[src/rtl/execute_unit_mc.sv]
// execute_unit_mc: multi-cycle execute stage (ALU, branch/JALR, load/store lanes).
// Define EXU_MDU_EN to build the iterative multiply/divide engine; otherwise M ops are ignored.

`ifndef ID_ADD
`define ID_ADD    1
`define ID_SUB    2
`define ID_SLL    3
`define ID_SLT    4
`define ID_SLTU   5
`define ID_XOR    6
`define ID_SRL    7
`define ID_SRA    8
`define ID_OR     9
`define ID_AND    10
`define ID_ADDI   11
`define ID_SLTI   12
`define ID_SLTIU  13
`define ID_XORI   14
`define ID_ORI    15
`define ID_ANDI   16
`define ID_SLLI   17
`define ID_SRLI   18
`define ID_SRAI   19
`define ID_LUI    20
`define ID_AUIPC  21
`define ID_JAL    22
`define ID_JALR   23
`define ID_BEQ    24
`define ID_BNE    25
`define ID_BLT    26
`define ID_BGE    27
`define ID_BLTU   28
`define ID_BGEU   29
`define ID_LB     30
`define ID_LH     31
`define ID_LW     32
`define ID_LBU    33
`define ID_LHU    34
`define ID_SB     35
`define ID_SH     36
`define ID_SW     37
`define ID_MUL    38
`define ID_MULH   39
`define ID_MULHSU 40
`define ID_MULHU  41
`define ID_DIV    42
`define ID_DIVU   43
`define ID_REM    44
`define ID_REMU   45
`endif

module execute_unit_mc #(
  parameter int              XLEN   = 32,
  parameter int              IDW    = 6,
  parameter logic [XLEN-1:0] PC_RST = '0
) (
  input  logic              clk,
  input  logic              rst_n,
  input  logic              in_vld,
  output logic              in_rdy,
  input  logic              flush,
  input  logic [IDW-1:0]    instID,
  input  logic [XLEN-1:0]   x_rs1,
  input  logic [XLEN-1:0]   x_rs2,
  input  logic [XLEN-1:0]   imm,
  input  logic [XLEN-1:0]   pc,
  output logic              ex_jmp_vld,
  output logic [XLEN-1:0]   ex_jmp_addr,
  output logic              ex_rd_vld,
  output logic [XLEN-1:0]   ex_rd,
  output logic [XLEN-1:0]   ex_mem_addr,
  output logic [XLEN/8-1:0] ex_mem_rden,
  output logic [XLEN/8-1:0] ex_mem_wren,
  output logic [XLEN-1:0]   ex_mem_wrdata,
  output logic [1:0]        ex_ld_sext,
  output logic              ex_misalign,
  output logic              busy
);

  localparam int NB   = XLEN / 8;
  localparam int OFFW = $clog2(NB);
  localparam int SHW  = $clog2(XLEN);

  logic accept;
  assign accept = in_vld && in_rdy && !flush;

  logic [XLEN-1:0] sum_ri, br_tgt, link;
  logic [SHW-1:0]  sh_r, sh_i;
  assign sum_ri = x_rs1 + imm;
  assign br_tgt = pc + imm;
  assign link   = pc + XLEN'(4);
  assign sh_r   = x_rs2[SHW-1:0];
  assign sh_i   = imm[SHW-1:0];

  logic            n_rd_vld, n_jmp_vld;
  logic [XLEN-1:0] n_rd, n_jmp_addr;
  logic            mem_op, mem_st;
  logic [1:0]      mem_sz, mem_fmt;

  always_comb begin
    n_rd_vld   = 1'b0;
    n_rd       = '0;
    n_jmp_vld  = 1'b0;
    n_jmp_addr = br_tgt;
    mem_op     = 1'b0;
    mem_st     = 1'b0;
    mem_sz     = 2'd0;
    mem_fmt    = 2'd0;
    case (instID)
      IDW'(`ID_ADD):   begin n_rd_vld = 1'b1; n_rd = x_rs1 + x_rs2; end
      IDW'(`ID_SUB):   begin n_rd_vld = 1'b1; n_rd = x_rs1 - x_rs2; end
      IDW'(`ID_SLL):   begin n_rd_vld = 1'b1; n_rd = x_rs1 << sh_r; end
      IDW'(`ID_SLT):   begin n_rd_vld = 1'b1; n_rd = XLEN'($signed(x_rs1) < $signed(x_rs2)); end
      IDW'(`ID_SLTU):  begin n_rd_vld = 1'b1; n_rd = XLEN'(x_rs1 < x_rs2); end
      IDW'(`ID_XOR):   begin n_rd_vld = 1'b1; n_rd = x_rs1 ^ x_rs2; end
      IDW'(`ID_SRL):   begin n_rd_vld = 1'b1; n_rd = x_rs1 >> sh_r; end
      IDW'(`ID_SRA):   begin n_rd_vld = 1'b1; n_rd = $signed(x_rs1) >>> sh_r; end
      IDW'(`ID_OR):    begin n_rd_vld = 1'b1; n_rd = x_rs1 | x_rs2; end
      IDW'(`ID_AND):   begin n_rd_vld = 1'b1; n_rd = x_rs1 & x_rs2; end
      IDW'(`ID_ADDI):  begin n_rd_vld = 1'b1; n_rd = sum_ri; end
      IDW'(`ID_SLTI):  begin n_rd_vld = 1'b1; n_rd = XLEN'($signed(x_rs1) < $signed(imm)); end
      IDW'(`ID_SLTIU): begin n_rd_vld = 1'b1; n_rd = XLEN'(x_rs1 < imm); end
      IDW'(`ID_XORI):  begin n_rd_vld = 1'b1; n_rd = x_rs1 ^ imm; end
      IDW'(`ID_ORI):   begin n_rd_vld = 1'b1; n_rd = x_rs1 | imm; end
      IDW'(`ID_ANDI):  begin n_rd_vld = 1'b1; n_rd = x_rs1 & imm; end
      IDW'(`ID_SLLI):  begin n_rd_vld = 1'b1; n_rd = x_rs1 << sh_i; end
      IDW'(`ID_SRLI):  begin n_rd_vld = 1'b1; n_rd = x_rs1 >> sh_i; end
      IDW'(`ID_SRAI):  begin n_rd_vld = 1'b1; n_rd = $signed(x_rs1) >>> sh_i; end
      IDW'(`ID_LUI):   begin n_rd_vld = 1'b1; n_rd = imm; end
      IDW'(`ID_AUIPC): begin n_rd_vld = 1'b1; n_rd = br_tgt; end
      IDW'(`ID_JAL):   begin n_rd_vld = 1'b1; n_rd = link; end
      IDW'(`ID_JALR): begin
        n_rd_vld   = 1'b1;
        n_rd       = link;
        n_jmp_vld  = 1'b1;
        n_jmp_addr = {sum_ri[XLEN-1:1], 1'b0};
      end
      IDW'(`ID_BEQ):   n_jmp_vld = (x_rs1 == x_rs2);
      IDW'(`ID_BNE):   n_jmp_vld = (x_rs1 != x_rs2);
      IDW'(`ID_BLT):   n_jmp_vld = ($signed(x_rs1) < $signed(x_rs2));
      IDW'(`ID_BGE):   n_jmp_vld = ($signed(x_rs1) >= $signed(x_rs2));
      IDW'(`ID_BLTU):  n_jmp_vld = (x_rs1 < x_rs2);
      IDW'(`ID_BGEU):  n_jmp_vld = (x_rs1 >= x_rs2);
      IDW'(`ID_LB):    begin mem_op = 1'b1; mem_sz = 2'd0; mem_fmt = 2'd1; end
      IDW'(`ID_LH):    begin mem_op = 1'b1; mem_sz = 2'd1; mem_fmt = 2'd1; end
      IDW'(`ID_LW):    begin mem_op = 1'b1; mem_sz = 2'd2; mem_fmt = 2'd0; end
      IDW'(`ID_LBU):   begin mem_op = 1'b1; mem_sz = 2'd0; mem_fmt = 2'd2; end
      IDW'(`ID_LHU):   begin mem_op = 1'b1; mem_sz = 2'd1; mem_fmt = 2'd2; end
      IDW'(`ID_SB):    begin mem_op = 1'b1; mem_st = 1'b1; mem_sz = 2'd0; end
      IDW'(`ID_SH):    begin mem_op = 1'b1; mem_st = 1'b1; mem_sz = 2'd1; end
      IDW'(`ID_SW):    begin mem_op = 1'b1; mem_st = 1'b1; mem_sz = 2'd2; end
      default: ;
    endcase
  end

  // Lane enables follow the byte offset; a misaligned access raises no enables at all.
  logic            misal;
  logic [NB-1:0]   en_mask, lane_en;
  logic [XLEN-1:0] wr_rep;

  always_comb begin
    misal   = 1'b0;
    en_mask = '0;
    wr_rep  = '0;
    case (mem_sz)
      2'd0: begin
        en_mask = NB'(1);
        wr_rep  = {NB{x_rs2[7:0]}};
      end
      2'd1: begin
        en_mask = NB'(3);
        wr_rep  = {(NB/2){x_rs2[15:0]}};
        misal   = sum_ri[0];
      end
      default: begin
        en_mask = NB'(15);
        wr_rep  = {(NB/4){x_rs2[31:0]}};
        misal   = |sum_ri[1:0];
      end
    endcase
    lane_en = misal ? '0 : (en_mask << sum_ri[OFFW-1:0]);
  end

  logic            mdu_wb;
  logic [XLEN-1:0] mdu_res;

`ifdef EXU_MDU_EN
  typedef enum logic [1:0] {IDLE, RUN, DONE} state_t;

  localparam int CNTW = $clog2(XLEN) + 1;

  state_t            state, state_nxt;
  logic              is_m;
  logic [2:0]        m_code;
  logic              m_start, s1_en, s2_en, sgn1, sgn2, div0, ovf;
  logic [XLEN-1:0]   mag1, mag2;
  logic [2:0]        mop;
  logic [CNTW-1:0]   cnt;
  logic [2*XLEN-1:0] acc;
  logic [XLEN-1:0]   opd;
  logic              neg_q, neg_r;

  // m_code: 0 MUL, 1 MULH, 2 MULHSU, 3 MULHU, 4 DIV, 5 DIVU, 6 REM, 7 REMU
  always_comb begin
    is_m   = 1'b1;
    m_code = 3'd0;
    case (instID)
      IDW'(`ID_MUL):    m_code = 3'd0;
      IDW'(`ID_MULH):   m_code = 3'd1;
      IDW'(`ID_MULHSU): m_code = 3'd2;
      IDW'(`ID_MULHU):  m_code = 3'd3;
      IDW'(`ID_DIV):    m_code = 3'd4;
      IDW'(`ID_DIVU):   m_code = 3'd5;
      IDW'(`ID_REM):    m_code = 3'd6;
      IDW'(`ID_REMU):   m_code = 3'd7;
      default:          is_m   = 1'b0;
    endcase
  end

  assign m_start = accept && is_m;
  assign s1_en   = (m_code == 3'd0) || (m_code == 3'd1) || (m_code == 3'd2) ||
                   (m_code == 3'd4) || (m_code == 3'd6);
  assign s2_en   = (m_code == 3'd0) || (m_code == 3'd1) || (m_code == 3'd4) || (m_code == 3'd6);
  assign sgn1    = s1_en && x_rs1[XLEN-1];
  assign sgn2    = s2_en && x_rs2[XLEN-1];
  assign mag1    = sgn1 ? -x_rs1 : x_rs1;
  assign mag2    = sgn2 ? -x_rs2 : x_rs2;
  assign div0    = m_code[2] && (x_rs2 == '0);
  assign ovf     = m_code[2] && s1_en && (x_rs1 == {1'b1, {(XLEN-1){1'b0}}}) && (&x_rs2);

  always_ff @(posedge clk or negedge rst_n) begin
    if (!rst_n) state <= IDLE;
    else        state <= state_nxt;
  end

  always_comb begin
    state_nxt = state;
    case (state)
      IDLE:    if (m_start) state_nxt = (div0 || ovf) ? DONE : RUN;
      RUN:     if (cnt == CNTW'(1)) state_nxt = DONE;
      DONE:    state_nxt = IDLE;
      default: state_nxt = IDLE;
    endcase
    if (flush) state_nxt = IDLE;
  end

  // Shift-add multiply: acc = {partial high, multiplier shifting out}.
  // Restoring divide:  acc = {remainder, dividend shifting into quotient}.
  logic [XLEN:0]     mul_sum, div_trial, div_diff;
  logic [2*XLEN-1:0] mul_step, div_step;
  assign mul_sum   = {1'b0, acc[2*XLEN-1:XLEN]} + (acc[0] ? {1'b0, opd} : {(XLEN+1){1'b0}});
  assign mul_step  = {mul_sum, acc[XLEN-1:1]};
  assign div_trial = acc[2*XLEN-1:XLEN-1];
  assign div_diff  = div_trial - {1'b0, opd};
  assign div_step  = div_diff[XLEN] ? {div_trial[XLEN-1:0], acc[XLEN-2:0], 1'b0}
                                    : {div_diff[XLEN-1:0],  acc[XLEN-2:0], 1'b1};

  always_ff @(posedge clk or negedge rst_n) begin
    if (!rst_n) begin
      mop   <= 3'd0;
      cnt   <= '0;
      acc   <= '0;
      opd   <= '0;
      neg_q <= 1'b0;
      neg_r <= 1'b0;
    end else if (m_start) begin
      mop <= m_code;
      cnt <= CNTW'(XLEN);
      if (div0) begin
        acc   <= {x_rs1, {XLEN{1'b1}}};
        neg_q <= 1'b0;
        neg_r <= 1'b0;
      end else if (ovf) begin
        acc   <= {{XLEN{1'b0}}, x_rs1};
        neg_q <= 1'b0;
        neg_r <= 1'b0;
      end else if (m_code[2]) begin
        acc   <= {{XLEN{1'b0}}, mag1};
        opd   <= mag2;
        neg_q <= sgn1 ^ sgn2;
        neg_r <= sgn1;
      end else begin
        acc   <= {{XLEN{1'b0}}, mag2};
        opd   <= mag1;
        neg_q <= sgn1 ^ sgn2;
        neg_r <= 1'b0;
      end
    end else if (state == RUN) begin
      cnt <= cnt - CNTW'(1);
      acc <= mop[2] ? div_step : mul_step;
    end
  end

  logic [2*XLEN-1:0] prod;
  logic [XLEN-1:0]   quo, rem;
  assign prod = neg_q ? -acc : acc;
  assign quo  = neg_q ? -acc[XLEN-1:0] : acc[XLEN-1:0];
  assign rem  = neg_r ? -acc[2*XLEN-1:XLEN] : acc[2*XLEN-1:XLEN];

  always_comb begin
    case (mop)
      3'd0:       mdu_res = prod[XLEN-1:0];
      3'd1, 3'd2,
      3'd3:       mdu_res = prod[2*XLEN-1:XLEN];
      3'd4, 3'd5: mdu_res = quo;
      default:    mdu_res = rem;
    endcase
  end

  assign mdu_wb = (state == DONE) && !flush;
  assign in_rdy = (state == IDLE);
  assign busy   = (state != IDLE);
`else
  assign mdu_wb  = 1'b0;
  assign mdu_res = '0;
  assign in_rdy  = 1'b1;
  assign busy    = 1'b0;
`endif

  always_ff @(posedge clk or negedge rst_n) begin
    if (!rst_n) begin
      ex_jmp_vld    <= 1'b0;
      ex_jmp_addr   <= PC_RST;
      ex_rd_vld     <= 1'b0;
      ex_rd         <= PC_RST;
      ex_mem_addr   <= '0;
      ex_mem_rden   <= '0;
      ex_mem_wren   <= '0;
      ex_mem_wrdata <= '0;
      ex_ld_sext    <= 2'd0;
      ex_misalign   <= 1'b0;
    end else begin
      ex_jmp_vld  <= 1'b0;
      ex_rd_vld   <= 1'b0;
      ex_mem_rden <= '0;
      ex_mem_wren <= '0;
      ex_misalign <= 1'b0;
      if (mdu_wb) begin
        ex_rd_vld <= 1'b1;
        ex_rd     <= mdu_res;
      end else if (accept) begin
        ex_rd_vld  <= n_rd_vld;
        ex_jmp_vld <= n_jmp_vld;
        if (n_rd_vld)  ex_rd       <= n_rd;
        if (n_jmp_vld) ex_jmp_addr <= n_jmp_addr;
        if (mem_op) begin
          ex_mem_addr <= sum_ri;
          ex_misalign <= misal;
          if (mem_st) begin
            ex_mem_wren   <= lane_en;
            ex_mem_wrdata <= wr_rep;
          end else begin
            ex_mem_rden <= lane_en;
            ex_ld_sext  <= mem_fmt;
          end
        end
      end
    end
  end

endmodule

[config.mk]
export PLATFORM = sky130hd
export DESIGN_NAME = execute_unit_mc
export DESIGN_NICKNAME = d
export VERILOG_FILES = /design/src/rtl/execute_unit_mc.sv
export SDC_FILE = /design/constraint.sdc
export NUM_CORES = 1
export LEC_CHECK = 0
export BUFFER_PORTS_ARGS = -buffer_cell sky130_fd_sc_hd__buf_2
export CORE_UTILIZATION = 30
export CTS_CLUSTER_SIZE = 40
export DETAILED_ROUTE_END_ITERATION = 8
export PLACE_DENSITY_LB_ADDON = 0.12
export SLEW_MARGIN = 30
export SYNTH_ARGS = -nofsm -noshare
export SYNTH_HDL_FRONTEND = slang
export SYNTH_SLANG_ARGS = --single-unit
[constraint.sdc]
create_clock -name clk -period 0.86 [get_ports clk]
set_input_delay 0.172 -clock clk [delete_from_list [all_inputs] [get_ports clk]]
set_output_delay 0.172 -clock clk [all_outputs]
set_load 0.005 [all_outputs]
Word-level counts from Yosys, hierarchy flattened --
Cells that the tools add are included.
Word-level totals: register bits after elaboration 141, input bits 138, output and inout bits 143, word-level logic and storage cells 114
Operators by class: add/subtract/negate cells 5, $lt $le $gt $ge 6, eq/ne operators 40, shift-type cells 7, mux-type cells 22, bitwise logic cells 7, reductions and logical operators 17
Operators by type and width (count):
- $pmux 32 s22 | 1
- $lt 32x32->1 | 4
- $add 32x32->32 | 3
- $eq 6x5->1 const B | 16
- $and 32x32->32 | 2
- $ge 32x32->1 | 2
- $or 32x32->32 | 2
- $pmux 32 s2 | 1
- $shl 32x5->32 | 2
- $shr 32x5->32 | 2
- $sshr 32x5->32 | 2
- $xor 32x32->32 | 2
- $eq 6x4->1 const B | 8
- $eq 6x6->1 const B | 6
- $add 32x3->32 const B | 1
- $eq 32x32->1 | 1
- $mux 32 | 1
- $ne 32x32->1 | 1
- $sub 32x32->32 | 1
- $mux 4 | 7
- $eq 6x3->1 const B | 4
- $reduce_or 23->1 | 1
- $eq 6x2->1 const B | 2
- $reduce_or 2->1 | 5
- 16 further kinds | 27

Logic depth before layout (Yosys ltp) --
word-level depth 10, mapped depth 15, gate-level depth less buffers 13

Least setup slack after synthesis --
No wires, ideal clock.
path kind in2reg, start point input x_rs1[0], end point register ex_jmp_addr[10], setup time 125 ps, arrival time 3284 ps, required time 735 ps, slack -2549 ps, cell stages on the path 13, path buffers 2, cell sequence clkbuf_1 inv_1 ha_1 fa_1 nand3b_1 a21boi_0 o31ai_2 o31ai_1 nor3_2 and3_1 o31ai_2 buf_2 mux2_2
Between the ends: cells in the longest elaborated chain, start to end 3, elaborated cells between the ends (all ways) 10, those cells by class 1 x add/sub; 4 x order compare; 2 x eq/ne; 2 x mux; 1 x reduce/logical
RTL lines:
- start, declared | RTL line 63 | input logic [XLEN-1:0] x_rs1,
- $ge 32x32->1 (tied with other cells) | RTL line 143 | IDW'(`ID_BGEU): n_jmp_vld = (x_rs1 >= x_rs2);
- $pmux 1 s7 | RTL line 109 | case (instID)
- $reduce_and 2->1 (no source line)
- end signal, assigned | RTL line 345 | if (n_jmp_vld) ex_jmp_addr <= n_jmp_addr;
- end, declared | RTL line 68 | output logic [XLEN-1:0] ex_jmp_addr,
Several ways; a longest one is shown, not always the timed one. A chain may end at the register's enable or synchronous reset.

Worst setup path after layout --
start point input x_rs2[29], end point register ex_jmp_addr[8]
Between the ends: cells in the longest elaborated chain, start to end 3, elaborated cells between the ends (all ways) 8, those cells by class 4 x order compare; 2 x eq/ne; 1 x mux; 1 x reduce/logical
RTL lines:
- start, declared | RTL line 64 | input logic [XLEN-1:0] x_rs2,
- $ge 32x32->1 (tied with other cells) | RTL line 143
- $pmux 1 s7 * | RTL line 109
- $reduce_and 2->1 (no source line) *
Mark *: on every way between the ends. The rest lies on a longest branch, timed or not.

==> reports/metrics.cfg <==
[routing]
ant_nets = 0
drt-initial-drc-count = 3461
drc = 0
routed_wl_um = 179300
via_count = 33820
dr.pass1.iters = 6
avgRoutedWirePerCell_um = 31.07
via_per_inst = 5.862

[pwr]
combPwrFrac_pct = 63.3
seqPwrFrac_pct = 19.9
p_int_mw = 26.68
peakVddDrop_mv = 1.596
net-switching-power_mw = 21.60
p_leak_nw = 19.24
power_density_nw_per_um2 = 1145
clock_power_share_pct = 16.8
switching_share_pct = 44.74

[worst_setup_path]
path_class = in2reg
cp_max_fo = 10
crit_start = x_rs2[29]
required_ps = 1240
cp-start-kind = input pin
end_kind = register
crit_end = ex_jmp_addr[8]$_DFFE_PN0P_
reg2reg_slack_ps = 0
ff2ff_path_depth = 1
cp.arrival_ps = 3330
timing.rr.start = ex_rd[17]$_DFFE_PN0P_
r2r_end = ex_rd[17]$_DFFE_PN0P_

[sta]
finalHoldViolCount = 0
min_period_over_period_pct = 342.4
rsz0062_at_grt = yes
slew_viol_final = 0
worst_pin_slew_ps = 806.0
setup_viol_count_final = 282
period_needed_ps = 2944
fin_setup_tns_ps = -245320
fin_skew_ps = 0
setup_slack_ps = -2084
fmaxAchievable_mhz = 339.6
max-slew-margin-rel_pct = 45.88

[grt]
grt_overflow = 0
antenna_found_initial = 6
track_usage_pct = 44.60
first_global_vias = 32580
grt_max_degree = 54
grt_pass1_wl_um = 244200

[min_path]
hold_path.class = in2reg

[yosys]
synth.distinct_cells = 100
ys_warn_count = 0
synth_top_family_by_area = compound AO/OA/AOI/OAI gates
synthMuxAreaShare_pct = 11.88
synth-adder-area-share_pct = 8.937
synth_area_leaders = dfrtp_1, ha_1, mux2i_1
synth-xor-area-share_pct = 4.985
synth_ff_type = dfrtp_1
ys_seq_area_share_pct = 15.33
synth_compound_area_share_pct = 29.81
synth_fp_nets = 3505
synth_top_area_share_pct = 15.33
postSynthAreaPerCell_um2 = 7.181
synth_edf_count = 0
synth_seq_cells = 141
synthSimpleGateAreaFrac_pct = 22.11
async_reset_ff_share_pct = 100.0
synthesis.area_um2 = 23020
yosys.area.top_type = dfrtp_1
syn_inst = 3205

[layout]
area_growth_pct = 83.27
utilization_pct = 55.54
nFillCells = 7201
drive_gt1_share_pct = 51.73
multi_input_area_um2 = 22200
regArea_um2 = 3532
nets = 5025

[floorplanning]
row_count = 101
dieArea_um2 = 77830
start_util_pct = 30.30
die_width_um = 279.0
ioPinCount = 281
core_area_um2 = 75950
fp.dieH_um = 279.0

[status]
violations = negative setup slack
status = finished, violations left

[clocking]
clk_latency_ps = 510
cts-root-buf = clkbuf_16
clk_pin_slew_ps = 90
cts_tree = yes
clk_path_buf_depth = 2
cts.sink_count = 141
numCtsBuffers = 17
htree_levels = 4

[placement]
place_hpwl_um = 145100
gp_congestion = 1.084
port_buffers = 278

[job]
drv_cap = 0

power by group through the flow:
stage	combinational, mW	clock [mW]	sequential, mW
final	30.6	8.11	9.62
after global placement	25.6	0	9.66
after detailed placement	25.5	0	9.66
after floorplan	10.8	0	9.53
after global routing	32.0	8.43	9.78
after CTS	28.3	8.27	9.58
synth_stat cells, drive strengths merged, types with 18 or more instances:
| cell | n |
|---|---|
| a2111oi | 19 |
| a211oi | 47 |
| a21o | 39 |
| a21oi | 316 |
| a221oi | 41 |
| a31oi | 41 |
| and2 | 18 |
| and3 | 30 |
| buf | 76 |
| clkbuf | 172 |
| dfrtp | 141 |
| ha | 158 |
| inv | 126 |
| mux2 | 49 |
| mux2i | 165 |
| mux4 | 23 |
| nand2 | 390 |
| nand2b | 27 |
| nand3 | 102 |
| nand4 | 31 |
| nor2 | 312 |
| nor2b | 28 |
| nor3 | 80 |
| nor4 | 22 |
| o2111ai | 18 |
| o211ai | 39 |
| o21ai | 214 |
| o21bai | 26 |
| o221ai | 27 |
| o22ai | 29 |
| o31ai | 23 |
| xnor2 | 82 |
| xor2 | 49 |
cell type report:
type,count,share of cell area [%]
diodes,1,0.005932
clock buffers,18,1.041
clock inverters,14,0.2966
inverters,128,1.240
multi-input cells,2690,52.62
flip-flops and latches,141,8.374
well taps,1030,3.055
repair buffers,1747,33.37
kinds of logic after synthesis:
kind of cell,count (synthesis)
xor gates and xnor gates,131
buffers and inverters,376
muxes,237
and+or+nand+nor,1110
other,2
AOI/OAI and AO/OA,1046
DFF,141
adders and majority gates,162
cell usage in the layout, fill, tap and decap left out, types with 22 or more instances in the layout:
cell type,netlist,final
o21ai_0,208,131
nor2_1,312,280
ha_1,158,117
and3_1,30,27
dfrtp_1,141,138
xor2_1,49,41
a31oi_1,40,35
ha_4,0,30
nand2_2,1,34
nand4_1,31,31
nand2_1,388,347
o211ai_1,39,39
o21ai_2,2,27
a21oi_2,1,49
a21o_1,39,34
xnor2_1,82,63
mux2_4,0,41
buf_4,10,1265
a21oi_1,315,244
a21oi_4,0,23
o21ai_1,4,44
buf_6,9,147
inv_1,126,103
mux2i_1,164,123
nand3_1,101,89
buf_12,1,63
mux2i_2,0,22
buf_2,48,244
nor3_1,79,54
mux4_2,23,23
nand2b_1,27,22
state kept, by name (all words and copies together), names as in the netlist:
signal,cells
ex_jmp_addr,32
ex_mem_wrdata,32
ex_mem_wren,4
ex_mem_rden,4
ex_rd_vld,1
ex_ld_sext,2
ex_jmp_vld,1
ex_misalign,1
ex_rd,32
ex_mem_addr,32
routing by layer:
metal,vias up,GRT usage [%],part of all wire (%)
met4,8,30.90,8.4
met3,544,10.29,9.7
met2,1904,66.62,42
met5,-,0,0.029
met1,16470,56.66,40
li1,14900,-,-
through the flow:
| stage | total power [mW] | setup slack (ps) | instances | hold WS, ps | cell area (um^2) |
|---|---|---|---|---|---|
| 4_1_cts | 46.16 | -1896 | 5722 | 34.39 | 40360 |
| 6_report | 48.28 | -2084 | 5769 | 75.03 | 42180 |
| 5_1_grt | 50.19 | -2082 | 5768 | 64.09 | 42180 |
| 3_5_place_dp | 35.21 | -3063 | 5590 | 181.5 | 35900 |
| 2_1_floorplan | 20.29 | -2096 | 3205 | -123.6 | 24250 |
| 3_3_place_gp | 35.30 | -3074 | 5590 | 183.5 | 35900 |
critical path, cell delays in order:
cell        delay [ps]
buf_4              120
clkinvlp_4         310
ha_4               410
nand4_1            140
nor2_1             130
buf_4              170
nand2_2             90
o31ai_4            330
buf_4              170
o21a_1             120
o32ai_2             80
a211oi_2           300
o31ai_4            140
buf_12             180
buf_12             160
mux2_4             290
worst min-delay path by stage:
| stage | cells past startpoint | from | slack [ps] | endpoint |
|---|---|---|---|---|
| after floorplan | 0 | rst_n | -120 | ex_jmp_addr[0]$_DFFE_PN0P_ |
| final | 3 | x_rs2[5] | 80 | ex_mem_wrdata[5]$_DFFE_PN0P_ |
| after global placement | 2 | rst_n | 180 | ex_jmp_addr[0]$_DFFE_PN0P_ |
| after detailed placement | 2 | rst_n | 180 | ex_jmp_addr[3]$_DFFE_PN0P_ |
| after CTS | 3 | x_rs2[5] | 30 | ex_mem_wrdata[5]$_DFFE_PN0P_ |
| after global routing | 3 | x_rs2[5] | 60 | ex_mem_wrdata[5]$_DFFE_PN0P_ |
timing repair:
action,4_1_cts,5_1_grt
resized for setup,674,315
endpoints found under the setup margin,282,282
setup buffers,112,66
cloned,7,3
hold buffers,1,0
endpoints found under the hold margin,141,0
pin swaps,208,186
Note: power is estimated with default switching activity, not from simulation.
